===== src/rtl/conv_relu_pool_1d_pkg.sv =====
// Shared helpers for the conv/ReLU/pool stage: accumulator sizing, pool mode codes, log2.
package crp_pkg;

  localparam logic POOL_MAX = 1'b0;
  localparam logic POOL_AVG = 1'b1;

  function automatic int log2c(input int v);
    int r;
    r = 0;
    for (int i = 0; i < 31; i++) begin
      if ((1 << i) < v) r = i + 1;
    end
    return r;
  endfunction

  // One extra bit beyond the TAPS-way product sum leaves room for the bias.
  function automatic int acc_width(input int wd, input int wk, input int taps);
    return wd + wk + log2c(taps) + 1;
  endfunction

endpackage


===== src/rtl/conv_relu_pool_1d_pool.sv =====
// Pool unit: groups POOL_SIZE ReLU results into a max or a truncating average.
// Define CRP_SAT_EN to clamp the pooled value into [0, 2^(OUT_W-1)-1].
module crp_pool
  import crp_pkg::*;
#(
  parameter int ACC_W     = 28,
  parameter int POOL_SIZE = 4,
  parameter int OUT_W     = ACC_W
) (
  input  logic                    clk,
  input  logic                    rst,
  input  logic                    i_valid,
  input  logic                    i_start,
  input  logic                    i_mode,
  input  logic signed [ACC_W-1:0] i_data,
  output logic [OUT_W-1:0]        o_data,
  output logic                    o_flag
);
  localparam int LOG2P = log2c(POOL_SIZE);
  localparam int SUM_W = ACC_W + LOG2P;

  logic [LOG2P-1:0]        r_cnt;
  logic signed [SUM_W-1:0] r_acc;

  logic [LOG2P-1:0]        w_cnt;
  logic signed [SUM_W-1:0] w_in;
  logic signed [SUM_W-1:0] w_next;
  logic signed [ACC_W-1:0] w_pooled;
  logic [OUT_W-1:0]        w_out;

`ifdef CRP_SAT_EN
  localparam logic signed [ACC_W-1:0] SAT_MAX = {{(ACC_W-OUT_W+1){1'b0}}, {(OUT_W-1){1'b1}}};
`endif

  // A first result of a new frame restarts the group, dropping any partial one.
  always_comb begin
    w_cnt = i_start ? '0 : r_cnt;
    w_in  = SUM_W'(i_data);
    if (w_cnt == '0) begin
      w_next = w_in;
    end else if (i_mode == POOL_AVG) begin
      w_next = r_acc + w_in;
    end else begin
      w_next = (w_in > r_acc) ? w_in : r_acc;
    end
    w_pooled = (i_mode == POOL_AVG) ? w_next[SUM_W-1:LOG2P] : w_next[ACC_W-1:0];
`ifdef CRP_SAT_EN
    if (w_pooled[ACC_W-1]) begin
      w_out = '0;
    end else if (w_pooled > SAT_MAX) begin
      w_out = SAT_MAX[OUT_W-1:0];
    end else begin
      w_out = w_pooled[OUT_W-1:0];
    end
`else
    w_out = w_pooled;
`endif
  end

  always_ff @(posedge clk) begin
    if (rst) begin
      r_cnt  <= '0;
      r_acc  <= '0;
      o_data <= '0;
      o_flag <= 1'b0;
    end else begin
      o_flag <= 1'b0;
      if (i_valid) begin
        if (w_cnt == LOG2P'(POOL_SIZE - 1)) begin
          o_data <= w_out;
          o_flag <= 1'b1;
          r_cnt  <= '0;
        end else begin
          r_acc <= w_next;
          r_cnt <= w_cnt + 1'b1;
        end
      end
    end
  end

endmodule


===== src/rtl/conv_relu_pool_1d.sv =====
// Streaming TAPS-tap conv + bias + ReLU + POOL_SIZE pool, restartable per frame via sof_i.
// Define CRP_SAT_EN for a WIDTH_DATA-wide clamped output instead of the full ACC_W result.
module conv_relu_pool_1d
  import crp_pkg::*;
#(
  parameter int WIDTH_DATA   = 16,
  parameter int WIDTH_KERNEL = 8,
  parameter int TAPS         = 5,
  parameter int POOL_SIZE    = 4,
  localparam int ACC_W       = acc_width(WIDTH_DATA, WIDTH_KERNEL, TAPS),
`ifdef CRP_SAT_EN
  localparam int OUT_W       = WIDTH_DATA
`else
  localparam int OUT_W       = ACC_W
`endif
) (
  input  logic                         clk,
  input  logic                         rst,
  input  logic                         valid_i,
  input  logic                         sof_i,
  input  logic [WIDTH_DATA-1:0]        data_i,
  input  logic [TAPS*WIDTH_KERNEL-1:0] kernel_i,
  input  logic [WIDTH_KERNEL-1:0]      bias_i,
  input  logic                         pool_mode_i,
  output logic [OUT_W-1:0]             data_o,
  output logic                         flag_o
);
  localparam int PROD_W = WIDTH_DATA + WIDTH_KERNEL;
  localparam int FILL_W = log2c(TAPS + 1);

  if (TAPS < 2 || TAPS > 16) begin : g_bad_taps
    $error("conv_relu_pool_1d: TAPS must be 2..16");
  end
  if (POOL_SIZE < 2 || POOL_SIZE > 16 || (POOL_SIZE & (POOL_SIZE - 1)) != 0) begin : g_bad_pool
    $error("conv_relu_pool_1d: POOL_SIZE must be a power of two in 2..16");
  end

  logic signed [WIDTH_DATA-1:0]   r_win [TAPS];
  logic [FILL_W-1:0]              r_fill;
  logic                           r_needSof;
  logic                           r_firstOp;
  logic [TAPS*WIDTH_KERNEL-1:0]   r_kernel;
  logic signed [WIDTH_KERNEL-1:0] r_bias;
  logic                           r_poolMode;

  logic                           r_v0, r_tag0, r_mode0;
  logic signed [WIDTH_KERNEL-1:0] r_bias0;
  logic                           r_v1, r_tag1, r_mode1;
  logic signed [WIDTH_KERNEL-1:0] r_bias1;
  logic signed [PROD_W-1:0]       r_prod [TAPS];
  logic                           r_v2, r_tag2, r_mode2;
  logic signed [ACC_W-1:0]        r_sum;
  logic                           r_v3, r_tag3, r_mode3;
  logic signed [ACC_W-1:0]        r_relu;

  logic                           w_sof;
  logic [FILL_W-1:0]              w_fillNext;
  logic                           w_issue;
  logic signed [ACC_W-1:0]        w_sum;

  // The very first accepted sample after reset opens a frame even without sof_i.
  always_comb begin
    w_sof = valid_i && (sof_i || r_needSof);
    if (w_sof) begin
      w_fillNext = FILL_W'(1);
    end else if (r_fill == FILL_W'(TAPS)) begin
      w_fillNext = r_fill;
    end else begin
      w_fillNext = r_fill + 1'b1;
    end
    w_issue = valid_i && (w_fillNext == FILL_W'(TAPS));
  end

  always_comb begin
    w_sum = ACC_W'(r_bias1);
    for (int k = 0; k < TAPS; k++) begin
      w_sum = w_sum + ACC_W'(r_prod[k]);
    end
  end

  // Bias, mode and frame tag travel with each op so a new frame cannot corrupt old ones.
  always_ff @(posedge clk) begin
    if (rst) begin
      for (int i = 0; i < TAPS; i++) begin
        r_win[i]  <= '0;
        r_prod[i] <= '0;
      end
      r_fill     <= '0;
      r_needSof  <= 1'b1;
      r_firstOp  <= 1'b0;
      r_kernel   <= '0;
      r_bias     <= '0;
      r_poolMode <= POOL_MAX;
      {r_v0, r_tag0, r_mode0, r_bias0} <= '0;
      {r_v1, r_tag1, r_mode1, r_bias1} <= '0;
      {r_v2, r_tag2, r_mode2, r_sum}   <= '0;
      {r_v3, r_tag3, r_mode3, r_relu}  <= '0;
    end else begin
      if (valid_i) begin
        r_win[0] <= data_i;
        for (int i = 1; i < TAPS; i++) r_win[i] <= r_win[i-1];
        r_fill    <= w_fillNext;
        r_needSof <= 1'b0;
      end
      if (w_sof) begin
        r_kernel   <= kernel_i;
        r_bias     <= bias_i;
        r_poolMode <= pool_mode_i;
        r_firstOp  <= 1'b1;
      end else if (w_issue) begin
        r_firstOp <= 1'b0;
      end

      r_v0 <= w_issue;
      if (w_issue) begin
        r_tag0  <= r_firstOp;
        r_mode0 <= r_poolMode;
        r_bias0 <= r_bias;
      end

      r_v1 <= r_v0;
      if (r_v0) begin
        r_tag1  <= r_tag0;
        r_mode1 <= r_mode0;
        r_bias1 <= r_bias0;
        for (int k = 0; k < TAPS; k++) begin
          r_prod[k] <= PROD_W'($signed(r_kernel[k*WIDTH_KERNEL +: WIDTH_KERNEL]))
                     * PROD_W'(r_win[TAPS-1-k]);
        end
      end

      r_v2 <= r_v1;
      if (r_v1) begin
        r_tag2  <= r_tag1;
        r_mode2 <= r_mode1;
        r_sum   <= w_sum;
      end

      r_v3 <= r_v2;
      if (r_v2) begin
        r_tag3  <= r_tag2;
        r_mode3 <= r_mode2;
        r_relu  <= r_sum[ACC_W-1] ? '0 : r_sum;
      end
    end
  end

  crp_pool #(
    .ACC_W    (ACC_W),
    .POOL_SIZE(POOL_SIZE),
    .OUT_W    (OUT_W)
  ) u_pool (
    .clk    (clk),
    .rst    (rst),
    .i_valid(r_v3),
    .i_start(r_tag3),
    .i_mode (r_mode3),
    .i_data (r_relu),
    .o_data (data_o),
    .o_flag (flag_o)
  );

endmodule

===== config.mk =====
export PLATFORM = sky130hd
export DESIGN_NAME = conv_relu_pool_1d
export DESIGN_NICKNAME = d
export VERILOG_FILES = /design/src/rtl/conv_relu_pool_1d_pkg.sv /design/src/rtl/conv_relu_pool_1d_pool.sv /design/src/rtl/conv_relu_pool_1d.sv
export SDC_FILE = /design/constraint.sdc
export NUM_CORES = 2
export LEC_CHECK = 0
export BUFFER_PORTS_ARGS = -buffer_cell sky130_fd_sc_hd__buf_2
export CORE_MARGIN = 5
export CORE_UTILIZATION = 33
export DETAILED_ROUTE_END_ITERATION = 6
export GPL_TIMING_DRIVEN = 0
export PLACE_DENSITY = 0.54
export SYNTH_ARGS = -nofsm -noshare
export SYNTH_HDL_FRONTEND = slang
export SYNTH_SLANG_ARGS = --single-unit

===== constraint.sdc =====
create_clock -name clk -period 13.7 [get_ports clk]
set_input_delay 2.74 -clock clk [delete_from_list [all_inputs] [get_ports clk]]
set_output_delay 2.74 -clock clk [all_outputs]
set_load 0.03 [all_outputs]

---- After elaboration in Yosys (flattened, before gate mapping) ----
Memory sizes are Yosys's and may differ from the RTL's.
Cells that the tools add are included.
storage, ports and cells
  memories ................................ 2
  ROM bits ................................ 0
  word-level logic and storage cells ...... 95
  RAM bits ................................ 200
  bits in registers ....................... 198
  latch bits .............................. 0
operators by class
  equal/unequal tests ..................... 3
  mux-type cells .......................... 30
  shifts and indexed selects .............. 0
  reduce and logical (&&, ||, !) cells .... 8
  bitwise operators ....................... 12
  magnitude comparators ................... 1
  multipliers ............................. 5
  $add $sub $neg .......................... 8
  div/mod/pow operators ................... 0
memory list
  name    depth  bits a word  read ports  clocked after Yosys merged registers in  wr ports  RTL line                 RTL
  r_prod  5      24           5           0                                        5         conv_relu_pool_1d.sv:50  logic signed [PROD_W-1:0] r_prod [TAPS];
  r_win   5      16           5           0                                        5         conv_relu_pool_1d.sv:38  logic signed [WIDTH_DATA-1:0] r_win [TAPS];
operator list
  operator                                      number
  multiplier 8 x 16 -> 24 bit                   5
  two-way mux 24 bit                            5
  two-way mux 30 bit                            3
  two-way mux 16 bit                            5
  adder 30 x 28 -> 30 bit                       1
  greater-than comparator 28 x 30 -> 1 bit      1
  adder 27 x 24 -> 28 bit                       1
  adder 28 x 24 -> 28 bit                       1
  two-way mux 28 bit                            1
  adder 26 x 24 -> 27 bit                       1
  two-way mux 27 bit                            1
  adder 25 x 24 -> 26 bit                       1
  adder 8 x 24 -> 25 bit                        1
  two-way mux 1 bit                             11
  bitwise OR 1 bit                              10
  equality test 3 bit (second input constant)   2
  two-way mux 3 bit                             2
  two-way mux 2 bit                             2
  AND reduction 2 bit                           2
  adder 3 x 1 -> 3 bit (second input constant)  1
  adder 2 x 1 -> 2 bit (second input constant)  1
  equality test 2 bit (second input constant)   1
  logical AND 1 bit                             2
  zero test 2 bit                               1
  4 further kinds                               5

---- Logic depth before layout (Yosys ltp) ----
  depth after elaboration ................. 7
  depth in mapped cells ................... 21
  gate-level depth less buffers ........... 20

---- Modules after synthesis ----
Synthesis repeated with hierarchy kept, for this count alone.
second synthesis, totals
  cell total of the unflattened synthesis .. 4678
  area total of the unflattened synthesis .. 43945.9 µm²
by module, submodules not included
  module             sequential area each (µm²)  cells an instance  area each (µm²)  instances
  conv_relu_pool_1d  8748.4                      3928               38260.4          1
  crp_pool           1221.2                      750                5685.5           1

---- Worst setup path after synthesis ----
Ideal clock, no wire load.
  path kind ............................... in2reg
  start ................................... input port rst
  end ..................................... memory r_win[0][0] (enable)
  cell stages on the path ................. 4
  path slack .............................. 8170 ps
  setup time .............................. 795 ps
  data arrival time ....................... 4736 ps
  cells stage by stage .................... clkinv_1 > clkbuf_1 > clkbuf_1 > nand2_1
RTL lines
  element             RTL line                 RTL
  start: declaration  conv_relu_pool_1d.sv:18  input logic rst,
  end: declaration    conv_relu_pool_1d.sv:38

==> flow_summary.yaml <==
timing:
  max_freq_mhz: 147
  rsz0062_at_grt: "false"
  drv_slew: 0
  finalClockSkew_ps: 42.3
  tightest_slew_ps: 1300
  setup_viol: 0
  period_share: 0.497
  whs_ps: 453
  min_period_ps: 6810
  finalSetupTns_ps: 0
  hold_viol: 0
  relSlewSlack: 0.134
synthesis:
  synth.top_cell.area_share: 0.284
  synth_area_leaders: "fa_1 (28%), edfxtp_1 (14%), dfxtp_1 (9.2%)"
  syn-num-nets: 5654
  synth_warnings: 0
  avgSynthCellArea_sq_um: 9.27
  async_flop_share: 0
  yosysSeqAreaShare: 0.231
  ys_seq_elements: 398
  synth_edf_count: 200
  syn_area_sq_um: 43200
  synthDistinctLibCells: 76
  yosysTopAreaCell: "fa_1"
  synth_cells: 4662
  ys.flop_type: "edfxtp_1"
floorplanning:
  die-area_sq_um: 138000
  die_w_um: 372
  start_util: 0.333
  io-pin-count: 98
  placementRows: 132
  die_y_um: 372
  core_area_sq_um: 130000
min_path:
  holdCritPathClass: "reg2reg"
route:
  detail-route-antenna-nets: 0
  vias: 32446
  first_pass_iters: 5
  detail_route.drc_violations: 0
  wirelength_um: 130000
  post_drt_wl_per_cell_um: 19.6
  vias_per_cell: 4.91
  drt_iter0_drc: 2392
cts:
  cts_setup_buffers: 0
  htreeDepth: 2
  cts_resized: 0
  clock_latency_ps: 670
  numCtsBuffers: 51
  clockBufferDepth: 3
  cts_tree: "done"
  cts_root_buffer: "clkbuf_16"
  cts.sinks: 398
  clk_pin_slew_ps: 60
  postCtsHoldBufs: 0
final_layout:
  nNetsFinal: 5807
  nFillCells: 13347
  syn_to_final_growth_pct: 10.7
  seqCellArea_sq_um: 9970
  multi_input_area_sq_um: 29400
  design_area_sq_um: 47900
  final_cells: 6602
  layout-drive-gt1-share: 0.0451
global_routing:
  grt_usage: 0.191
  grt_pass1_wl_um: 202000
  grt_max_degree: 62
  grt_pass1_vias: 33478
  grt-ovfl-total: 0
  antenna_found_initial: 10
placed_design:
  portBuffers: 97
  hpwl_um: 103000
  dp.cells: 6504
  place_congestion: 0.907
  placed_area_sq_um: 46000
power_and_ir_drop:
  sw_frac_of_total: 0.335
  vdd_drop_max_uv: 109
  p_int_w: 0.00264
  pwr-share-seq: 0.346
  p_clk_frac: 0.388
  power.total_w: 0.00396
  pwr_density_cell_nw_per_um2: 82.8
  p_leak_nw: 22.4
  p_comb_frac: 0.266
  switching_power_w: 0.00133
worst_setup_path:
  arrival_ps: 7220
  crit_required_ps: 14110
  cp-end-kind: "register"
  startpoint_type: "register"
  crit_type: "reg2reg"
  cp_max_fo: 10
outcome:
  outcome: "finished, final reports clean"
run:
  maxCapViolations: 0
worst max-delay path: stages (launching register included):
cell,delay [ps]
dfxtp_1,550
clkbuf_1,480
nand2_1,150
fa_1,530
fa_1,540
inv_1,50
fa_1,480
inv_1,50
fa_1,480
inv_1,40
ha_1,310
a2111oi_0,690
o21ai_0,360
o41ai_1,670
o2111ai_1,310
nor3_1,210
a21oi_1,90
xnor2_1,460
nor2_1,80
logic make-up after synthesis:
kind of cell	after synthesis	synth area share
AND/OR/NAND/NOR	1485	0.173
AO/OA/AOI/OAI	641	0.0930
flip-flops	398	0.231
buffers and inverters	1029	0.0898
adder cells (fa/ha/maj)	923	0.374
multiplexers	49	0.0115
XOR/XNOR	137	0.0278
routing by layer:
layer	vias up	track usage	wire [um]
met3	209	0.0319	7470
met5	-	0	11
met4	2	0.0624	4900
li1	15119	-	-
met2	844	0.320	61200
met1	16272	0.252	56100
stage by stage:
stage | setup WS, ps | util
after floorplan | 8170 | -
after global placement | 5050 | 0.353
after detailed placement | 6930 | 0.354
final | 6890 | 0.369
after CTS | 6910 | 0.369
after global routing | 6230 | 0.369
power groups by stage:
stage	registers, W	logic, W	clock network, W
after floorplan	0.00135	0.000769	0
after global placement	0.00140	0.00105	0
after detailed placement	0.00140	0.00106	0
after CTS	0.00137	0.00107	0.00157
after global routing	0.00138	0.00121	0.00161
final	0.00137	0.00105	0.00154
cells in the mapped netlist (all sizes together), types with 34 or more instances:
master / instances
inv: 868
xor2: 41
mux2i: 44
ha: 309
fa: 614
clkbuf: 133
o21ai: 120
a21o: 37
and2: 447
xnor2: 96
nor2b: 50
a211oi: 34
dfxtp: 198
nor2: 321
a21oi: 249
and3: 103
nor3: 61
nand2b: 42
nand2: 368
edfxtp: 200
state kept, by name, indices dropped and copies added, names as in the netlist, 2 cells and up:
register and flops:
u_pool.r_acc 30, r_sum 28, u_pool.r_cnt 2, r_fill 3, u_pool.o_data 28, r_relu 27
r_win 80, r_bias0 8, r_bias 8, r_prod 120, r_kernel 40, r_bias1 8
placed cells by master, fill, tap and decap left out, types with 96 or more instances in the layout:
cell	netlist	routed
inv_1	868	868
fa_1	614	614
and2_1	447	447
nand2_1	368	367
nor2_1	320	319
ha_1	309	309
a21oi_1	249	249
edfxtp_1	200	200
dfxtp_1	198	198
clkbuf_1	133	138
o21ai_0	108	108
and3_1	103	103
buf_2	4	101
xnor2_1	96	96
final timing paths:
| check | start | end | slack (ps) | depth (start not counted) |
|---|---|---|---|---|
| worst min register to register | u_pool.o_data[14] | u_pool.o_data[14] | 450 | 2 |
| worst max-delay path | r_kernel[26] | r_prod[0][95] | 6890 | 18 |
| worst min-delay path | u_pool.o_data[14] | u_pool.o_data[14] | 450 | 2 |
| worst max register to register | r_kernel[26] | r_prod[0][95] | 6890 | 18 |
final cells by class:
class | instances | share of cell area
multi-input combinational | 3235 | 0.614
sequential | 398 | 0.208
inverter | 870 | 0.0682
tap | 1742 | 0.0455
clock buffer | 62 | 0.0293
buffer | 159 | 0.0129
timing repair buffer | 100 | 0.0116
clock inverter | 34 | 0.0101
antenna | 2 | 0.000105
Note: power is estimated with default switching activity, not from simulation.
